[config.mk]
export PLATFORM = sky130hd
export DESIGN_NAME = uart_receiver
export DESIGN_NICKNAME = d
export VERILOG_FILES = /design/src/rtl/uart_pkg.sv /design/src/rtl/uart_rx_sync.sv /design/src/rtl/uart_receiver.sv
export SDC_FILE = /design/constraint.sdc
export NUM_CORES = 1
export LEC_CHECK = 0
export BUFFER_PORTS_ARGS = -buffer_cell sky130_fd_sc_hd__clkbuf_2
export CORE_MARGIN = 3
export CORE_UTILIZATION = 56
export CTS_CLUSTER_DIAMETER = 50
export DETAILED_ROUTE_END_ITERATION = 16
export PLACE_DENSITY = 0.88
export SKIP_LAST_GASP = 1
export SLEW_MARGIN = 25
export SYNTH_ARGS = -nofsm -noshare
export SYNTH_HDL_FRONTEND = slang
export SYNTH_HIERARCHICAL = 1
export SYNTH_SLANG_ARGS = --single-unit
[constraint.sdc]
create_clock -name clk -period 2.73 [get_ports clk]
set_clock_uncertainty 0.2 [all_clocks]
set_input_delay 0.6825 -clock clk [delete_from_list [all_inputs] [get_ports clk]]
set_output_delay 0.6825 -clock clk [all_outputs]
set_load 0.02 [all_outputs]
[src/rtl/uart_pkg.sv]
`default_nettype none
// ============================================================================
//  Module      : uart_pkg
//  Description : Shared definitions for the UART receive path: receiver
//                state encodings and default frame/oversampling constants.
//  Revision    : 1.0 - initial release
// ============================================================================
package uart_pkg;

    // Default frame geometry
    localparam int c_default_width      = 8;
    localparam int c_default_oversample = 16;

    // Receiver state encodings
    typedef enum logic [2:0] {
        ST_IDLE   = 3'b000,
        ST_START  = 3'b001,
        ST_DATA   = 3'b010,
        ST_PARITY = 3'b011,
        ST_STOP   = 3'b100
    } rx_state_e;

endpackage : uart_pkg
`default_nettype wire

[src/rtl/uart_rx_sync.sv]
`default_nettype none
// ============================================================================
//  Module      : uart_rx_sync
//  Description : Two-flop synchronizer for the asynchronous serial line plus
//                falling-edge detect on the synchronized value. All flops
//                reset to 1 so an idle line never looks like a start edge.
//  Revision    : 1.0 - initial release
// ============================================================================
module uart_rx_sync
    import uart_pkg::*;
(
    input  logic clk,
    input  logic rst,
    input  logic rx_in,
    output logic rx_s,
    output logic fall
);

    logic r_meta_q, w_meta_d;
    logic r_sync_q, w_sync_d;
    logic r_prev_q, w_prev_d;

    // Next-value logic for the synchronizer chain and previous-sample flop
    always_comb begin
        w_meta_d = rx_in;
        w_sync_d = r_meta_q;
        w_prev_d = r_sync_q;
    end

    // Synchronizer and history registers, reset to line-idle
    always_ff @(posedge clk) begin
        if (rst) begin
            r_meta_q <= 1'b1;
            r_sync_q <= 1'b1;
            r_prev_q <= 1'b1;
        end else begin
            r_meta_q <= w_meta_d;
            r_sync_q <= w_sync_d;
            r_prev_q <= w_prev_d;
        end
    end

    assign rx_s = r_sync_q;
    assign fall = r_prev_q & ~r_sync_q;

endmodule : uart_rx_sync
`default_nettype wire

[src/rtl/uart_receiver.sv]
`default_nettype none
// ============================================================================
//  Module      : uart_receiver
//  Description : UART receive stage. Oversamples the serial line, validates
//                the start bit, mid-bit samples WIDTH data bits LSB first,
//                checks the stop bit and presents the byte on a valid/ready
//                output register with framing/overrun error pulses.
//                Optional even-parity bit enabled by `UART_RX_PARITY_EN.
//  Revision    : 1.0 - initial release
// ============================================================================
module uart_receiver
    import uart_pkg::*;
#(
    parameter int WIDTH      = c_default_width,
    parameter int OVERSAMPLE = c_default_oversample
) (
    input  logic             clk,
    input  logic             rst,
    input  logic             os_tick,
    input  logic             rx_in,
    input  logic             rx_ready,
    output logic [WIDTH-1:0] rx_data,
    output logic             rx_valid,
    output logic             busy,
    output logic             frame_err,
    output logic             overrun_err,
    output logic             parity_err
);

    localparam int c_tick_w = $clog2(OVERSAMPLE);
    localparam int c_bit_w  = (WIDTH > 1) ? $clog2(WIDTH) : 1;

    localparam logic [c_tick_w-1:0] c_tick_last = c_tick_w'(OVERSAMPLE - 1);
    localparam logic [c_tick_w-1:0] c_tick_mid  = c_tick_w'(OVERSAMPLE / 2 - 1);
    localparam logic [c_bit_w-1:0]  c_bit_last  = c_bit_w'(WIDTH - 1);

    logic w_rx_s;
    logic w_fall;

    rx_state_e            r_state_q, w_state_d;
    logic [c_tick_w-1:0]  r_tick_q,  w_tick_d;
    logic [c_bit_w-1:0]   r_bit_q,   w_bit_d;
    logic [WIDTH-1:0]     r_shreg_q, w_shreg_d;
    logic [WIDTH:0]       w_shift;
    logic [WIDTH-1:0]     r_data_q,  w_data_d;
    logic                 r_valid_q, w_valid_d;
    logic                 r_frame_err_q, w_frame_err_d;
    logic                 r_overrun_q,   w_overrun_d;
    logic                 w_load;
    logic                 w_stop_bad;
`ifdef UART_RX_PARITY_EN
    logic                 r_par_bad_q,    w_par_bad_d;
    logic                 r_parity_err_q, w_parity_err_d;
`endif

    uart_rx_sync u_sync (
        .clk   (clk),
        .rst   (rst),
        .rx_in (rx_in),
        .rx_s  (w_rx_s),
        .fall  (w_fall)
    );

    // New sample enters at the MSB so the first received bit ends in the LSB
    assign w_shift = {w_rx_s, r_shreg_q};

    // Frame sequencing: start validation, bit sampling and stop-bit check
    always_comb begin
        w_state_d  = r_state_q;
        w_tick_d   = r_tick_q;
        w_bit_d    = r_bit_q;
        w_shreg_d  = r_shreg_q;
        w_load     = 1'b0;
        w_stop_bad = 1'b0;
`ifdef UART_RX_PARITY_EN
        w_par_bad_d = r_par_bad_q;
`endif
        case (r_state_q)
            ST_IDLE: begin
                // Edge-triggered: a line held low cannot re-trigger
                if (w_fall) begin
                    w_tick_d  = '0;
                    w_state_d = ST_START;
                end
            end
            ST_START: begin
                if (os_tick) begin
                    if (r_tick_q == c_tick_mid) begin
                        if (!w_rx_s) begin
                            w_tick_d  = '0;
                            w_bit_d   = '0;
                            w_state_d = ST_DATA;
`ifdef UART_RX_PARITY_EN
                            w_par_bad_d = 1'b0;
`endif
                        end else begin
                            // Line back high at mid start bit: glitch
                            w_state_d = ST_IDLE;
                        end
                    end else begin
                        w_tick_d = r_tick_q + 1'b1;
                    end
                end
            end
            ST_DATA: begin
                if (os_tick) begin
                    if (r_tick_q == c_tick_last) begin
                        w_shreg_d = w_shift[WIDTH:1];
                        w_tick_d  = '0;
                        if (r_bit_q == c_bit_last) begin
`ifdef UART_RX_PARITY_EN
                            w_state_d = ST_PARITY;
`else
                            w_state_d = ST_STOP;
`endif
                        end else begin
                            w_bit_d = r_bit_q + 1'b1;
                        end
                    end else begin
                        w_tick_d = r_tick_q + 1'b1;
                    end
                end
            end
`ifdef UART_RX_PARITY_EN
            ST_PARITY: begin
                if (os_tick) begin
                    if (r_tick_q == c_tick_last) begin
                        w_par_bad_d = (^r_shreg_q) ^ w_rx_s;
                        w_tick_d    = '0;
                        w_state_d   = ST_STOP;
                    end else begin
                        w_tick_d = r_tick_q + 1'b1;
                    end
                end
            end
`endif
            ST_STOP: begin
                if (os_tick) begin
                    if (r_tick_q == c_tick_last) begin
                        w_tick_d  = '0;
                        w_state_d = ST_IDLE;
                        if (w_rx_s) begin
                            w_load = 1'b1;
                        end else begin
                            w_stop_bad = 1'b1;
                        end
                    end else begin
                        w_tick_d = r_tick_q + 1'b1;
                    end
                end
            end
            default: begin
                w_state_d = ST_IDLE;
            end
        endcase
    end

    // Output register handshake and error pulse generation
    always_comb begin
        w_data_d      = r_data_q;
        w_valid_d     = r_valid_q;
        w_overrun_d   = 1'b0;
        w_frame_err_d = w_stop_bad;
`ifdef UART_RX_PARITY_EN
        w_parity_err_d = 1'b0;
`endif
        if (w_load) begin
            // A concurrent consume frees the slot, so only an unconsumed
            // byte being overwritten counts as overrun
            w_data_d    = r_shreg_q;
            w_valid_d   = 1'b1;
            w_overrun_d = r_valid_q & ~rx_ready;
`ifdef UART_RX_PARITY_EN
            w_parity_err_d = r_par_bad_q;
`endif
        end else if (r_valid_q && rx_ready) begin
            w_valid_d = 1'b0;
        end
    end

    // State, counter, shift and output registers
    always_ff @(posedge clk) begin
        if (rst) begin
            r_state_q     <= ST_IDLE;
            r_tick_q      <= '0;
            r_bit_q       <= '0;
            r_shreg_q     <= '0;
            r_data_q      <= '0;
            r_valid_q     <= 1'b0;
            r_frame_err_q <= 1'b0;
            r_overrun_q   <= 1'b0;
`ifdef UART_RX_PARITY_EN
            r_par_bad_q    <= 1'b0;
            r_parity_err_q <= 1'b0;
`endif
        end else begin
            r_state_q     <= w_state_d;
            r_tick_q      <= w_tick_d;
            r_bit_q       <= w_bit_d;
            r_shreg_q     <= w_shreg_d;
            r_data_q      <= w_data_d;
            r_valid_q     <= w_valid_d;
            r_frame_err_q <= w_frame_err_d;
            r_overrun_q   <= w_overrun_d;
`ifdef UART_RX_PARITY_EN
            r_par_bad_q    <= w_par_bad_d;
            r_parity_err_q <= w_parity_err_d;
`endif
        end
    end

    assign rx_data     = r_data_q;
    assign rx_valid    = r_valid_q;
    assign busy        = (r_state_q != ST_IDLE);
    assign frame_err   = r_frame_err_q;
    assign overrun_err = r_overrun_q;
`ifdef UART_RX_PARITY_EN
    assign parity_err  = r_parity_err_q;
`else
    assign parity_err  = 1'b0;
`endif

endmodule : uart_receiver
`default_nettype wire

==> reports/metrics.cfg <==
[yosys]
synth_common_cells=dfxtp_1 (32), nand2_1 (25), a21oi_1 (15), nor2_1 (15), mux2i_1 (9)
synth_top_area_cell=dfxtp_1
synth-edff-count=0
synth-seq-cells=32
synth_top_family_by_area=simple AND/OR/NAND/NOR gates
syn_nets=173
synthAdderAreaFrac=0.02622
ys.warnings.count=6
async_reset_ff_frac=0
synth-compound-area-share=0.1206
synth_most_common_cell=dfxtp_1
synth.top_cell.area_share=0.4476
avgSynthCellArea_um2=8.675
ys_top_cells_by_area=dfxtp_1 (45%), nand2_1 (6.6%), mux2i_1 (6.3%), a21oi_1 (5.2%), nor2_1 (3.9%)
synthXorXnorAreaFrac=0.006119
synth.area.mux_share=0.06294
synth_area_um2=1431
synthSimpleGateAreaFrac=0.3016
synth_cell_types=41
synth_cells=165
ys.flop_type=dfxtp_1
synth-seq-area-share=0.4476

[power_and_ir_drop]
cellLeakagePower_nw=0.6095
power.density_nw_per_um2=544.3
p_clk_frac=0.324
ir_drop_mv=0.4910
power.internal_uw=630.1
p_switching_uw=221.9
comb_power_share=0.109
sw_frac_of_total=0.2604
pwr-share-seq=0.567

[sta]
setup_tns_ps=0
period_needed_ps=2285
setup_viol=0
layout_setup_ws_ps=444.6
rsz0062_at_grt=no
slew_headroom=0.6057
hold_viol=0
fin_crit_sh=0.8372
slew_viol_final=0
tightestPinTransition_ps=591.5
max_freq_mhz=437.6

[worst_setup_path]
cp_num_buf_inv=0
worstSetupPathType=reg2reg
crit_family=simple AND/OR/NAND/NOR gates
path_cells=ha_1 -> nand4_1 -> and3_1 -> or4_1 -> o41ai_1
critPathArrivalTime_ps=2320
regToRegSetupSlack_ps=440
cpPeakStageDelay_ps=580
crit_slowest_cell=or4_1
r2r-start=r_tick_q[0]
worstRegToRegCells=5
r2r_end=r_bit_q[0]
critPathMaxFanout=6
startpoint_type=flop
crit_path_end_kind=flop
worst-endpoint-required_ps=2760

[global_routing]
antenna_found_initial=0
grt-ovfl-total=0
grt_use_total=0.1994
grt_pass1_vias=1211
grt_pass1_wl_um=4981
grt_max_degree=34

[die]
core-area_um2=2318
die_y_um=56.56
rows=17
die_w_um=56.56
initial_utilization=0.6174
die_area_um2=3198
pin_count=18

[clock_tree]
ctsLongestPathBuffers=2
clock_latency_ps=330
clock_sinks=32
h-tree-depth=2
ctsResizeCount=0
cts_setup_buffers=0
tritoncts=built
cts-root-buf=clkbuf_4
numCtsBuffers=5
cts_hold_buf=0
clk_pin_slew_ps=90

[hold_path]
min_from=u_sync/r_meta_q
whs_endpoint=u_sync/rx_s
hold_class=reg2reg
holdPathStages=1

[detailed_routing]
vias=1219
initialDrtViolationCount=40
routedWlPerCell_um=13.57
viasPerCell=5.861
wl_um=2822
ant_nets=0
drtPass1Iterations=4
drc=0

[place]
place_congestion=0.8544
dp.cells=200
dp_slack_ps=301.9
hpwl_um=2031
port-buffer-count=16

[cells_and_area]
syn2layout_area_growth_pct=9.353
final-instance-count-excl-fill=208
layout-drive-gt1-share=0.1611
final_nets=187
diodes=0

[job]
maxCapViolCount=0

[outcome]
status=finished clean

cell usage in the layout (no fill, tap or decap), types with 3 or more instances in the layout:
cell      count
nand3_1       6
clkbuf_4      5
o21ai_0       3
nor2_1       15
clkbuf_2     16
a21oi_1      15
nor3b_1       3
dfxtp_1      32
nand2b_1      3
nand3b_1      5
ha_1          3
o21ai_1       3
mux2i_1       9
nand2_1      25
or2_1         3
kinds of logic after synthesis:
| logic type | count (synthesis) |
|---|---|
| buffers and inverters | 10 |
| muxes | 9 |
| xor gates and xnor gates | 1 |
| and+or+nand+nor | 80 |
| AOI/OAI and AO/OA | 29 |
| other | 1 |
| DFF | 32 |
| adders and majority gates | 3 |
through the flow:
step                      cell area [um2]    util  power [mW]  hold slack [ps]
final                                1565  0.6751      0.8520            212.7
after global routing                 1565  0.6751      0.8977            233.5
after CTS                            1565  0.6751      0.8606            218.9
after detailed placement             1504  0.6487      0.5867            197.5
after global placement               1504  0.6487      0.5820            191.8
after floorplan                      1431       -      0.5687            185.4
flip-flops by register name, summed over array words and instances (netlist names):
name / flops
r_bit_q: 3
u_sync/rx_s: 1
r_tick_q: 4
overrun_err: 1
rx_valid: 1
u_sync/r_prev_q: 1
rx_data: 8
u_sync/r_meta_q: 1
r_shreg_q: 8
r_state_q: 3
frame_err: 1
final cells by class:
class / count / area (um2)
Tap cell: 28 / 35.03
Fill cell: 207 / 753.2
Inverter: 1 / 3.754
Multi-Input combinational cell: 123 / 744.5
Clock buffer: 6 / 51.30
Timing Repair Buffer: 16 / 80.08
Clock inverter: 2 / 10.01
Sequential cell: 32 / 640.6
power groups by stage:
stage | registers, mW | logic, mW | clock network [mW]
CTS | 0.484 | 0.0927 | 0.284
detailed placement | 0.495 | 0.0921 | 0
global route | 0.485 | 0.103 | 0.310
floorplan | 0.486 | 0.0830 | 0
finish | 0.484 | 0.0929 | 0.276
global placement | 0.493 | 0.0892 | 0
per-layer routing:
layer / routed length [um] / GRT usage / part of all wire
met4: 74 / 0.1424 / 0.026
met1: 1158 / 0.2031 / 0.41
met5: 0 / 0 / 0
met2: 1447 / 0.3383 / 0.51
met3: 142 / 0.06437 / 0.050
how the worst max path moves through the flow:
stage,slack (ps),startpoint,endpoint,depth (start not counted)
3_5_place_dp,300,os_tick,r_bit_q[0],5
3_3_place_gp,410,os_tick,r_bit_q[0],5
5_1_grt,330,r_tick_q[0],r_bit_q[0],5
6_report,440,r_tick_q[0],r_bit_q[0],5
2_1_floorplan,560,os_tick,r_bit_q[0],5
4_1_cts,430,r_tick_q[0],r_bit_q[0],5
Power figures use the tool's default switching activity.
